`src/rtl/hex_display_pkg.sv`:
```
// Shared segment encodings for the hex display scanner: active-low 7-segment codes, bit6=g .. bit0=a.
`default_nettype none

package hex_display_pkg;

  typedef logic [6:0] seg_code_t;

  localparam seg_code_t SEG_HEX_0 = 7'h40;
  localparam seg_code_t SEG_HEX_1 = 7'h79;
  localparam seg_code_t SEG_HEX_2 = 7'h24;
  localparam seg_code_t SEG_HEX_3 = 7'h30;
  localparam seg_code_t SEG_HEX_4 = 7'h19;
  localparam seg_code_t SEG_HEX_5 = 7'h12;
  localparam seg_code_t SEG_HEX_6 = 7'h02;
  localparam seg_code_t SEG_HEX_7 = 7'h78;
  localparam seg_code_t SEG_HEX_8 = 7'h00;
  localparam seg_code_t SEG_HEX_9 = 7'h18;
  localparam seg_code_t SEG_HEX_A = 7'h08;
  localparam seg_code_t SEG_HEX_B = 7'h03;
  localparam seg_code_t SEG_HEX_C = 7'h27;
  localparam seg_code_t SEG_HEX_D = 7'h21;
  localparam seg_code_t SEG_HEX_E = 7'h06;
  localparam seg_code_t SEG_HEX_F = 7'h0E;
  localparam seg_code_t SEG_BLANK = 7'h7F;

endpackage

`default_nettype wire

```
`src/rtl/hex_seg_lut.sv`:
```
// Combinational nibble to active-low 7-segment code lookup.
`default_nettype none

module hex_seg_lut
  import hex_display_pkg::*;
(
  input  logic [3:0] nibble_i,
  output seg_code_t  seg_n_o
);

  always_comb begin
    seg_n_o = SEG_BLANK;
    case (nibble_i)
      4'h0: seg_n_o = SEG_HEX_0;
      4'h1: seg_n_o = SEG_HEX_1;
      4'h2: seg_n_o = SEG_HEX_2;
      4'h3: seg_n_o = SEG_HEX_3;
      4'h4: seg_n_o = SEG_HEX_4;
      4'h5: seg_n_o = SEG_HEX_5;
      4'h6: seg_n_o = SEG_HEX_6;
      4'h7: seg_n_o = SEG_HEX_7;
      4'h8: seg_n_o = SEG_HEX_8;
      4'h9: seg_n_o = SEG_HEX_9;
      4'hA: seg_n_o = SEG_HEX_A;
      4'hB: seg_n_o = SEG_HEX_B;
      4'hC: seg_n_o = SEG_HEX_C;
      4'hD: seg_n_o = SEG_HEX_D;
      4'hE: seg_n_o = SEG_HEX_E;
      4'hF: seg_n_o = SEG_HEX_F;
    endcase
  end

endmodule

`default_nettype wire

```
`src/rtl/hex_display_scanner.sv`:
```
// Multiplexed hex display scanner: prescaled digit scan with dead time, shadowed
// loads applied at frame wrap, leading-zero blanking and selectable segment polarity.
`default_nettype none

module hex_display_scanner
  import hex_display_pkg::*;
#(
  parameter int NUM_DIGITS     = 4,
  parameter int SCAN_DIV       = 50000,
  parameter int BLANK_CYCLES   = 16,
  parameter bit SEG_ACTIVE_LOW = 1'b1
) (
  input  logic                    clk,
  input  logic                    rst,
  input  logic                    load,
  input  logic [4*NUM_DIGITS-1:0] data_in,
  input  logic [NUM_DIGITS-1:0]   dp_in,
  input  logic                    blank_lz,
  output logic [6:0]              seg_out,
  output logic                    dp_out,
  output logic [NUM_DIGITS-1:0]   dig_sel,
  output logic                    frame_done
);

  localparam int DW = 4 * NUM_DIGITS;
  localparam int CW = $clog2(SCAN_DIV);
  localparam int IW = $clog2(NUM_DIGITS);

  localparam logic [CW-1:0] CNT_LAST = CW'(SCAN_DIV - 1);
  localparam logic [CW-1:0] CNT_LIVE = CW'(BLANK_CYCLES);
  localparam logic [IW-1:0] IDX_LAST = IW'(NUM_DIGITS - 1);
  localparam seg_code_t     SEG_OFF  = SEG_ACTIVE_LOW ? SEG_BLANK : seg_code_t'(~SEG_BLANK);
  localparam logic          DP_OFF   = SEG_ACTIVE_LOW;

  logic [CW-1:0]         cnt_q, cnt_d;
  logic [IW-1:0]         idx_q, idx_d;
  logic                  w_slot_end, w_frame_wrap;

  logic [DW-1:0]         shd_data_q, act_data_q;
  logic [NUM_DIGITS-1:0] shd_dp_q, act_dp_q;
  logic                  shd_lz_q, act_lz_q, pend_q;

  logic [NUM_DIGITS-1:0] w_lz_mask;
  logic                  w_zero_run;
  logic [3:0]            w_nib;
  logic                  w_blank, w_dp_req;
  seg_code_t             w_lut_seg, w_seg_n;

  seg_code_t             seg_d, seg_q;
  logic                  dp_d, dp_q;
  logic [NUM_DIGITS-1:0] dig_sel_d, dig_sel_q;
  logic                  frame_done_q;

  always_comb begin
    w_slot_end   = (cnt_q == CNT_LAST);
    w_frame_wrap = w_slot_end && (idx_q == IDX_LAST);
    cnt_d        = w_slot_end ? '0 : cnt_q + 1'b1;
    idx_d        = idx_q;
    if (w_slot_end) begin
      idx_d = (idx_q == IDX_LAST) ? '0 : idx_q + 1'b1;
    end
  end

  // A digit is blanked when it and every digit above it hold zero; digit 0 never is.
  always_comb begin
    w_lz_mask  = '0;
    w_zero_run = 1'b1;
    for (int i = NUM_DIGITS - 1; i > 0; i--) begin
      w_zero_run   = w_zero_run & (act_data_q[4*i +: 4] == 4'h0);
      w_lz_mask[i] = act_lz_q & w_zero_run;
    end
  end

  always_comb begin
    w_nib    = act_data_q[3:0];
    w_blank  = 1'b0;
    w_dp_req = act_dp_q[0];
    for (int i = 1; i < NUM_DIGITS; i++) begin
      if (idx_q == IW'(i)) begin
        w_nib    = act_data_q[4*i +: 4];
        w_blank  = w_lz_mask[i];
        w_dp_req = act_dp_q[i];
      end
    end
  end

  hex_seg_lut u_lut (
    .nibble_i (w_nib),
    .seg_n_o  (w_lut_seg)
  );

  assign w_seg_n = w_blank ? SEG_BLANK : w_lut_seg;

  if (SEG_ACTIVE_LOW) begin : g_active_low
    assign seg_d = w_seg_n;
    assign dp_d  = ~w_dp_req;
  end else begin : g_active_high
    assign seg_d = ~w_seg_n;
    assign dp_d  = w_dp_req;
  end

  always_comb begin
    dig_sel_d = '1;
    for (int i = 0; i < NUM_DIGITS; i++) begin
      dig_sel_d[i] = !((cnt_q >= CNT_LIVE) && (idx_q == IW'(i)));
    end
  end

  always_ff @(posedge clk) begin
    if (!rst) begin
      cnt_q        <= '0;
      idx_q        <= '0;
      shd_data_q   <= '0;
      shd_dp_q     <= '0;
      shd_lz_q     <= 1'b0;
      act_data_q   <= '0;
      act_dp_q     <= '0;
      act_lz_q     <= 1'b0;
      pend_q       <= 1'b0;
      frame_done_q <= 1'b0;
      seg_q        <= SEG_OFF;
      dp_q         <= DP_OFF;
      dig_sel_q    <= '1;
    end else begin
      cnt_q        <= cnt_d;
      idx_q        <= idx_d;
      frame_done_q <= w_frame_wrap;
      seg_q        <= seg_d;
      dp_q         <= dp_d;
      dig_sel_q    <= dig_sel_d;
      if (w_frame_wrap && pend_q) begin
        act_data_q <= shd_data_q;
        act_dp_q   <= shd_dp_q;
        act_lz_q   <= shd_lz_q;
      end
      // A load coinciding with the wrap stays pending for the following frame.
      if (load) begin
        shd_data_q <= data_in;
        shd_dp_q   <= dp_in;
        shd_lz_q   <= blank_lz;
        pend_q     <= 1'b1;
      end else if (w_frame_wrap) begin
        pend_q <= 1'b0;
      end
    end
  end

  assign seg_out    = seg_q;
  assign dp_out     = dp_q;
  assign dig_sel    = dig_sel_q;
  assign frame_done = frame_done_q;

endmodule

`default_nettype wire

```
`config.mk`:
```
export PLATFORM = sky130hd
export DESIGN_NAME = hex_display_scanner
export DESIGN_NICKNAME = d
export VERILOG_FILES = /design/src/rtl/hex_display_pkg.sv /design/src/rtl/hex_seg_lut.sv /design/src/rtl/hex_display_scanner.sv
export SDC_FILE = /design/constraint.sdc
export NUM_CORES = 1
export LEC_CHECK = 0
export BUFFER_PORTS_ARGS = -buffer_cell sky130_fd_sc_hd__buf_4
export CAP_MARGIN = 40
export CORE_UTILIZATION = 35
export DETAILED_ROUTE_END_ITERATION = 7
export PLACE_DENSITY = 0.53
export SLEW_MARGIN = 25
export SYNTH_ARGS = -nofsm -noshare
export SYNTH_HDL_FRONTEND = slang
export SYNTH_SLANG_ARGS = --single-unit
```
`constraint.sdc`:
```
create_clock -name clk -period 2.9 [get_ports clk]
set_input_delay 0.725 -clock clk [delete_from_list [all_inputs] [get_ports clk]]
set_output_delay 0.725 -clock clk [all_outputs]
set_load 0.01 [all_outputs]
```
==> metrics.md <==
| Metric | Value |
|---|---|
| Post-synth cell types | `45` |
| Initial Util | `around 36%` |
| Initial DRT Pass Iterations | `4` |
| Worst skew pair latency | `~0.35 ns` |
| Fin crit period | `2.47 ns` |
| Die Width | `99.1 µm` |
| Placed cells | `about 460` |
| Cts bufs inserted | `9` |
| Post-layout nets | `about 400` |
| Chip height | `between 90 and 100 µm` |
| CP required | `3.12 ns` |
| CTS Hold Bufs | `0` |
| Setup-failing EPs final | `0` |
| PortBufs | `36` |
| R2R Path End | `seg_out[3]` |
| FP Rows | `35` |
| Drt wl/cell | `~13 µm` |
| Reg2Reg Depth | `12` |
| Setup crit end kind | `flip-flop` |
| Final Cycle Share | `between 80% and 90%` |
| Ys async rst share | `0%` |
| Core area | `just over 9000 µm²` |
| Ant. Diodes | `0` |
| Finished Layout Cells | `between 400 and 500` |
| Final Slew Violations | `0` |
| Count of yosys warnings during synthesis | `0` |
| Syn nets | `approximately 370` |
| Ports | `37` |
| Hold Crit Endpoint | `cnt_q[0]` |
| Status | `complete, no violations` |
| Crit Path Max Fanout | `8` |
| CP arrival | `2.69 ns` |
| Sequential share of the synthesized area | `44.9%` |
| Startpoint types | `flip-flop` |
| Longest Clk Path Bufs | `2` |
| Total Negative Setup Slacks | `0 ns` |
| FF+latch count, synth | `74` |
| Post-DR vias/cell | `about 4.6` |
| Area grow syn2layout | `16.5%` |
| Critical path class | `flip-flop to flip-flop` |
| Number of remaining DRC errors | `0` |
| Layout cells sized above 1 | `16.0%` |
| Synth Area per Inst | `~10 µm²` |
| Gr usage total | `13.5%` |
| Lkg Pwr | `between 1.5 and 2 nW` |
| Max Clk Rate | `around 400 MHz` |
| Max-slew headroom | `around three fifths` |
| Hold_ws | `0.473 ns` |
| Clock slew at reported path FFs | `around 0.07 ns` |
| Worst R2R Start | `idx_q[1]` |
| Clk_skew | `0.0144 ns` |
| Vias after detailed routing | `around 2200` |
| R2r setup slk | `0.43 ns` |
| Cell depth of the worst hold path | `1` |
| Worst-Margin Slew | `roughly 0.59 ns` |
| DRT iter0 DRCs | `slightly below 60` |
| CTS resizes | `0` |
| Root buffer cell | `clkbuf_8` |
| Final wirelength | `between 6000 and 7000 µm` |
| CTS Sinks | `74` |
| Ys flop type | `dfxtp_1` |
| Post-CTS Setup Bufs | `0` |
| Final Util | `41.8%` |
| Vias in the first global route | `2162` |
| Post-synth EDFFs | `0` |
| Hold crit path type | `flip-flop to flip-flop` |
| Max-Cap Viols | `0` |
| CTS tree | `built` |
| First-pass GRT wire length | `10400 µm` |
| RSZ-0062 raised after global routing | `false` |
| Hold Vio Cnt, Final | `0` |
| Die ar. | `9820 µm²` |
| CTS H-tree lvls | `3` |
| Routability cong. | `roughly 0.77` |
| GRT overflow | `0` |
| DRT antenna net count | `0` |
| Cells after Synth | `330` |
| Number of antenna violations at the first check in global routing | `0` |
| DP Wirelength | `between 4000 and 5000 µm` |
| Power density cells | `522 nW/µm²` |
| Largest net degree at the start of global routing | `53` |
| Hold wc startpoint | `cnt_q[0]` |
| Synth Cell Area | `approximately 3300 µm²` |
| Peak VDD IR | `0.000210 V` |
## worst max-delay path by stage
| stage | startpoint | to |
|---|---|---|
| 2_1_floorplan | idx_q[0] | seg_out[0] |
| 3_3_place_gp | idx_q[1] | seg_out[3] |
| 3_5_place_dp | idx_q[1] | seg_out[3] |
| 4_1_cts | idx_q[1] | seg_out[3] |
| 5_1_grt | idx_q[1] | seg_out[3] |
| 6_report | idx_q[1] | seg_out[3] |
## area by class of cell
class / count / area [µm²]
sequential: 74 / 1480
timing repair buffer: 40 / 300
fill: 926 / 5350
clock buffer: 11 / 131
inverter: 10 / 37.5
multi-input combinational: 229 / 1680
clock inverter: 5 / 78.8
tap: 111 / 139
## sequential cells by signal, summed over array words and instances (netlist names), 2 cells and up
name        count
act_data_q     16
act_dp_q        4
cnt_q          16
dig_sel         4
idx_q           2
seg_out         7
shd_data_q     16
shd_dp_q        4
## cells in the final DEF (no fill, tap or decap), drive strengths merged, types with 4 or more instances in the layout
master / Yosys / final
o21a: 4 / 4
xor2: 10 / 10
mux2i: 50 / 50
and4: 4 / 4
nor2b: 47 / 47
clkbuf: 8 / 11
buf: 9 / 40
and2: 4 / 4
nor3: 4 / 4
xnor2: 4 / 4
nand3: 9 / 9
inv: 10 / 10
nor2: 20 / 20
a21oi: 4 / 4
nand2: 24 / 24
dfxtp: 74 / 74
ha: 11 / 11
## power by group
part | internal (W) | leakage [nW] | switching (W)
Clock | 0.000484 | 0.107 | 0.000367
Sequential | 0.00104 | 0.604 | 0.0000148
Combinational | 0.0000580 | 0.832 | 0.0000425
Total | 0.00158 | 1.54 | 0.000424
## cell families after synthesis
| logic type | share of synthesized area, % |
|---|---|
| buffers and inverters | 4.32 |
| AO/OA/AOI/OAI | 6.48 |
| multiplexers | 15.5 |
| adder cells (fa/ha/maj) | 4.17 |
| XOR/XNOR | 3.71 |
| AND/OR/NAND/NOR | 20.9 |
| flip-flops | 44.9 |
## through the flow
stage / area [µm²] / worst slack [ns] / power [W]
after global placement: 3630 / 0.482 / 0.00118
after global routing: 3840 / 0.248 / 0.00210
after CTS: 3840 / 0.414 / 0.00204
after detailed placement: 3630 / 0.413 / 0.00118
final: 3840 / 0.427 / 0.00201
after floorplan: 3300 / 0.622 / 0.00114
## cells in the mapped netlist (all sizes together), types with 2 or more instances
| master | n | area share [%] |
|---|---|---|
| and4 | 4 | 1.1 |
| o21ai | 3 | 0.45 |
| nor2b | 47 | 8.9 |
| nor4 | 3 | 0.57 |
| xor2 | 10 | 2.7 |
| ha | 11 | 4.2 |
| mux2i | 50 | 15 |
| or3 | 2 | 0.53 |
| a211oi | 2 | 0.45 |
| inv | 10 | 1.1 |
| and2 | 4 | 0.76 |
| and3 | 3 | 0.57 |
| buf | 9 | 2.3 |
| clkbuf | 8 | 0.91 |
| nand2 | 24 | 2.7 |
| nand3 | 9 | 1.4 |
| nor2 | 20 | 2.3 |
| a21oi | 4 | 0.61 |
| nand4 | 2 | 0.38 |
| nor3 | 4 | 0.95 |
| o211ai | 3 | 0.83 |
| o21a | 4 | 0.91 |
| o221ai | 2 | 0.53 |
| dfxtp | 74 | 45 |
| xnor2 | 4 | 1.1 |
## critical path: stages (launching register included)
cell and delay [ns]:
dfxtp_1 0.34, inv_1 0.08, ha_1 0.36, mux2i_1 0.22, nand2_1 0.06, o211ai_1 0.29, inv_1 0.14, ha_1 0.35
inv_1 0.08, nand2_1 0.07, mux2i_1 0.07, a211oi_1 0.22, o21ai_1 0.08
## routing by layer
metal / global-route usage [%] / part of all wire (%)
met5: 0 / 0
met4: 5.09 / 1.0
met3: 3.79 / 2.8
met2: 20.1 / 43
met1: 18.7 / 54
Power figures use the tool's default switching activity.
